===== src/rtl/adder_share_pkg.sv =====
// adder_share_pkg: state encodings and default width for the shared-adder controller
package adder_share_pkg;
  localparam int DEF_WIDTH = 64;
  typedef enum logic [1:0] {
    S_IDLE   = 2'd0,
    S_SETTLE = 2'd1,
    S_RESP   = 2'd2
  } state_t;
endpackage


===== src/rtl/rr_arbiter.sv =====
// rr_arbiter: picks the first valid request at or after ptr, wrapping around
module rr_arbiter #(
  parameter int NUM_REQ = 4,
  parameter int ID_W = $clog2(NUM_REQ)
) (
  input  logic [NUM_REQ-1:0] req,
  input  logic [ID_W-1:0]    ptr,
  output logic [NUM_REQ-1:0] grant,
  output logic [ID_W-1:0]    idx
);
  logic [ID_W-1:0] cand;
  always_comb begin
    idx = '0;
    cand = '0;
    for (int k = NUM_REQ - 1; k >= 0; k--) begin
      cand = ID_W'((int'(ptr) + k) % NUM_REQ);
      if (req[cand]) idx = cand;
    end
    grant = |req ? NUM_REQ'(1) << idx : '0;
  end
endmodule


===== src/rtl/adder_share_ctrl.sv =====
// adder_share_ctrl: round-robin sharing of one external ripple-carry adder
module adder_share_ctrl
  import adder_share_pkg::*;
#(
  parameter int NUM_REQ = 4,
  parameter int WIDTH = DEF_WIDTH,
  parameter int SETTLE_CYCLES = 4,
  parameter int ID_W = $clog2(NUM_REQ)
) (
  input  logic                     clk,
  input  logic                     rst,
  input  logic [NUM_REQ-1:0]       reqValid,
  output logic [NUM_REQ-1:0]       reqReady,
  input  logic [NUM_REQ*WIDTH-1:0] reqA,
  input  logic [NUM_REQ*WIDTH-1:0] reqB,
  input  logic [NUM_REQ-1:0]       reqCin,
  output logic                     respValid,
  input  logic                     respReady,
  output logic [WIDTH-1:0]         respSum,
  output logic                     respCout,
  output logic [ID_W-1:0]          respId,
  output logic [WIDTH-1:0]         addA,
  output logic [WIDTH-1:0]         addB,
  output logic                     addCin,
  input  logic [WIDTH-1:0]         addSum,
  input  logic                     addCout
);
  localparam int CW = SETTLE_CYCLES > 1 ? $clog2(SETTLE_CYCLES) : 1;
  state_t state;
  logic [ID_W-1:0] rrPtr, owner, gIdx;
  logic [CW-1:0] cnt;
  logic [NUM_REQ-1:0] grant;
  rr_arbiter #(.NUM_REQ(NUM_REQ), .ID_W(ID_W)) uArb (
    .req(reqValid),
    .ptr(rrPtr),
    .grant(grant),
    .idx(gIdx)
  );
  assign reqReady = (state == S_IDLE && !rst) ? grant : '0;
  always_ff @(posedge clk) begin
    if (rst) begin
      state <= S_IDLE;
      rrPtr <= '0;
      owner <= '0;
      cnt <= '0;
      respValid <= 1'b0;
      respSum <= '0;
      respCout <= 1'b0;
      respId <= '0;
      addA <= '0;
      addB <= '0;
      addCin <= 1'b0;
    end else begin
      case (state)
        S_IDLE: if (|reqReady) begin
          addA <= reqA[gIdx*WIDTH +: WIDTH];
          addB <= reqB[gIdx*WIDTH +: WIDTH];
          addCin <= reqCin[gIdx];
          owner <= gIdx;
          cnt <= CW'(SETTLE_CYCLES - 1);
          state <= S_SETTLE;
        end
        S_SETTLE: if (cnt == '0) begin
          respSum <= addSum;
          respCout <= addCout;
          respId <= owner;
          respValid <= 1'b1;
          state <= S_RESP;
        end else cnt <= cnt - 1'b1;
        S_RESP: if (respReady) begin
          respValid <= 1'b0;
          rrPtr <= owner == ID_W'(NUM_REQ - 1) ? '0 : owner + 1'b1;
          state <= S_IDLE;
        end
        default: state <= S_IDLE;
      endcase
    end
  end
endmodule

===== config.mk =====
export PLATFORM = sky130hd
export DESIGN_NAME = adder_share_ctrl
export DESIGN_NICKNAME = d
export VERILOG_FILES = /design/src/rtl/adder_share_pkg.sv /design/src/rtl/rr_arbiter.sv /design/src/rtl/adder_share_ctrl.sv
export SDC_FILE = /design/constraint.sdc
export NUM_CORES = 1
export LEC_CHECK = 0
export BUFFER_PORTS_ARGS = -buffer_cell sky130_fd_sc_hd__buf_2
export CAP_MARGIN = 20
export CORE_AREA = 3 3 310 312
export DETAILED_ROUTE_END_ITERATION = 8
export DIE_AREA = 0 0 313 315
export GPL_TIMING_DRIVEN = 0
export PLACE_DENSITY = 0.36
export SYNTH_ARGS = -nofsm -noshare
export SYNTH_HDL_FRONTEND = slang
export SYNTH_SLANG_ARGS = --single-unit

===== constraint.sdc =====
create_clock -name clk -period 5.7 [get_ports clk]
set_input_delay 1.14 -clock clk [delete_from_list [all_inputs] [get_ports clk]]
set_output_delay 1.14 -clock clk [all_outputs]
set_load 0.01 [all_outputs]

==> results.md <==
| Step | Parameter | This run |
|:---|:---|:---|
| sta | Period minus WS final | 4690 ps |
| worst setup path | Critical-path top delay cell | clkbuf_1 |
| worst setup path | Data required time at the worst endpoint | 4560 ps |
| worst setup path | Buf/Inv on CP | 5 |
| worst setup path | Type of origin of the critical path | input port |
| sta | Setup TNS | 0 ps |
| placed design | Placed instance count | 3,120 |
| yosys | Number of warnings issued by yosys | 0 |
| sta | Worst clock skew | 37.1 ps |
| die | Starting density of the core | 11.3% |
| clocking | CTS hold repair buffers | 0 |
| clocking | TritonCTS clock tree | built |
| grt | Via count of the first global-routing pass | 12,400 |
| hold path | HP Class | reg -> reg |
| sta | Fmax | 0.213 GHz |
| yosys | Post-synthesis cell area | 0.0105 sq mm |
| sta | Tightest Pin Transition | 1000 ps |
| power | Part of the power in registers | 35.4% |
| grt | Total Routing Usage GR | 12.9% |
| sta | Final-report setup violation count | 0 |
| sta | Unrepaired setup endpoints after global routing | false |
| worst setup path | List of cells traversed by the critical path | buf_2, or2_1, o31ai_2, or3_1, clkbuf_1, clkbuf_1, buf_8, nor2_1, buf_2 |
| detailed routing | Final routed wire length divided by cell count | 21.2 um |
| finish | Finished Layout Cells | 3,179 |
| worst setup path | Peak fanout along the critical path | 8 |
| power | Worst IR Drop VDD | 199 uV |
| power | Clock power frac | 36.3% |
| placed design | IO buf count | 787 |
| finish | Synth-to-Final Area Change | 61.6% |
| clocking | Post-CTS Setup Inserts | 0 |
| power | P_int | 3.22 mW |
| finish | Footprint of the multi-input gates | 0.00591 sq mm |
| grt | Antenna violations before repair | 30 |
| die | Height of the die | 315 um |
| finish | Net count of the finished layout | 2,486 |
| yosys | Mean post-synth cell area | 9.80 sq um |
| yosys | Count of distinct cell types in the synthesized netlist | 31 |
| grt | Remaining global-route overflow | 0 |
| run | Max-cap violation count | 0 |
| yosys | Seq cells post-synth | 205 |
| finish | Util after Layout | 18.2% |
| clocking | Clock insertion delay at the later pin of the skew report | 590 ps |
| finish | Proportion of layout cells with a drive suffix above 1 | 51.2% |
| clocking | Number of buffers created by CTS | 28 |
| power | Total power after layout | 4.84 mW |
| detailed routing | Overall via count from detail_route | 11,700 |
| die | Total Die Area | 0.0986 sq mm |
| sta | Share of the cycle needed by the critical path after routing | 82.2% |
| grt | Largest net degree at the start of global routing | 15 |
| clocking | Count of clock tree sinks | 205 |
| power | Switching power share of the total | 33.6% |
| detailed routing | DRT iter0 DRCs | 384 |
| clocking | Cell at the root of the clock tree | clkbuf_16 |
| detailed routing | Final ANT Viol Nets | 0 |
| die | Standard cell core area | 0.0933 sq mm |
| power | Net switching power of the design | 1.63 mW |
| run status | Outcome | finished clean |
| detailed routing | DR DRC count | 0 |
| grt | First-pass GRT wire length | 91.8 mm |
| placed design | Weighted congestion at the end of routability-driven global placement | 0.835 |
| yosys | Cell accounting for the most synthesized area | dfxtp_1 |
| worst setup path | Setup Crit Path Kind | in -> out |
| clocking | Resized Gates After CTS | 0 |
| detailed routing | Post-detailed-route via-to-cell ratio | 3.66 |
| worst setup path | Dominant delay contributor by cell family on the critical path | buffers and inverters |
| worst setup path | Kind of end point of the critical path | output port |
| clocking | Clock transition at path regs | 60 ps |
| clocking | Number of levels the H-tree was split into | 1 |
| die | Number of core rows | 112 |
| sta | Max-slew violation count | 0 |
| worst setup path | Biggest cell delay along the critical path | 600 ps |
| die | Chip width | 313 um |
| yosys | Proportion of synthesized chip area in sequential cells | 38.9% |
| sta | Final-report hold violation count | 0 |
| yosys | Syn Inst Count | 1,075 |
| yosys | Top cells by area, synth | dfxtp_1, mux2i_1, o221ai_2, nand2_1, a21oi_1 |
| finish | Number of filler instances in the final layout | 10,700 |
| power | Total power density per cell area | 284 mW/mm^2 |
| power | Portion of total power attributed to combinational logic | 28.3% |
| clocking | Number of buffers on the longest clock path | 3 |
| detailed routing | Total length of routed wires | 67.3 mm |
| worst setup path | Endpoint arrival time on the critical path | 3550 ps |
| placed design | Final HPWL DP | 57.1 mm |
| finish | FF+latch area | 0.00410 sq mm |
| yosys | Area share of the largest cell type after synthesis | 38.9% |
| die | Top-level port count | 789 |
| sta | Slew Limit Headroom | 31.3% |
| power | Static leakage | 8.52 nW |
| yosys | Syn nets | 1,665 |
| detailed routing | Detailed-routing iteration count for the pre-antenna-repair pass | 4 |
==> per-stage QoR <==
step / area (sq um) / setup slack, ps / hold slack, ps
after floorplan: 10500 / 2190 / 443
after global placement: 16000 / 372 / 441
after detailed placement: 16100 / 810 / 443
after CTS: 17000 / 784 / 454
after global routing: 17000 / 748 / 471
final: 17000 / 1010 / 451
==> Yosys cell counts <==
master and number:
a2111oi_2 1, a211oi_1 1, a21boi_1 1, a21oi_1 72, a221oi_1 1, and2b_1 1
buf_1 2, buf_2 31, buf_4 9, buf_6 10, clkbuf_1 43, dfxtp_1 205
ha_1 2, inv_1 4, mux2i_1 259, nand2_1 273, nand3b_1 1, nor2_1 16
nor2_4 1, nor2b_1 2, nor3_1 2, nor3b_1 1, nor4_2 1, o21ai_1 1
o221ai_1 39, o221ai_2 90, o31a_1 1, o31ai_2 1, or2_1 1, or2_2 2
or3_1 1
==> state kept, by name (all words and copies together) (netlist names) <==
signal	cells
addA	64
respId	2
rrPtr	2
state	2
owner	2
respValid	1
respCout	1
addCin	1
respSum	64
addB	64
cnt	2
==> power by group through the flow <==
stage	clock network (mW)	logic (mW)	registers, mW
floorplan	0	0.591	1.82
global placement	0	1.41	1.74
detailed placement	0	1.41	1.75
CTS	1.84	1.41	1.72
global route	1.87	1.50	1.74
finish	1.76	1.37	1.72
==> placed cells by master (no fill, tap or decap), types with 2 or more instances in the layout <==
cell | netlist | routed
clkbuf_8 | 0 | 7
mux2i_1 | 259 | 259
nor3_1 | 2 | 2
inv_1 | 4 | 4
o221ai_2 | 90 | 90
buf_6 | 10 | 10
dfxtp_1 | 205 | 205
or2_2 | 2 | 2
nand2_1 | 273 | 273
nor2b_1 | 2 | 2
clkbuf_16 | 0 | 28
buf_1 | 2 | 2
nor2_1 | 16 | 16
a21oi_1 | 72 | 72
clkbuf_1 | 43 | 48
clkinvlp_4 | 0 | 2
ha_1 | 2 | 2
diode_2 | 0 | 10
clkinv_2 | 0 | 5
buf_8 | 0 | 4
buf_4 | 9 | 9
buf_2 | 31 | 818
o221ai_1 | 39 | 39
==> routing by layer <==
layer	track usage, %	vias up	part of all wire, %
met5	0	-	0.10
met4	3.76	12	3.4
met3	3.55	107	7.3
met2	23.7	558	50
met1	14.3	5382	39
li1	-	5591	-
==> path summary, 6_finish.rpt <==
path / from / to / slack (ps) / cells after the start
worst max-delay path: reqValid[3] / reqReady[1] / 1010 / 9
worst min-delay path: respSum[60] / respSum[60] / 450 / 2
worst max register to register: rrPtr[0] / addB[62] / 2690 / 7
worst min register to register: respSum[60] / respSum[60] / 450 / 2
==> worst min-delay path, stage by stage (launching register included) <==
cell and delay (ps):
dfxtp_1 310, nand2_1 50, a21oi_1 50
==> cell type report <==
class	instances	area share, %
inverters	4	0.0882
plain buffers	95	2.96
clock buffers	40	4.79
clock inverters	9	0.507
well taps	1254	9.21
diodes	10	0.147
multi-input cells	771	34.7
repair buffers	791	23.5
flip-flops and latches	205	24.1
==> logic make-up (layout without fill, tap and decap cells) <==
logic type / count (synthesis) / after routing / synth area share [%]
buffers and inverters: 99 / 939 / 4.93
multiplexers: 259 / 259 / 24.6
AO/OA/AOI/OAI: 208 / 208 / 20.1
other: 0 / 10 / 0
flip-flops: 205 / 205 / 38.9
adder cells (fa/ha/maj): 2 / 2 / 0.237
AND/OR/NAND/NOR: 302 / 302 / 11.2
Power figures use the tool's default switching activity.
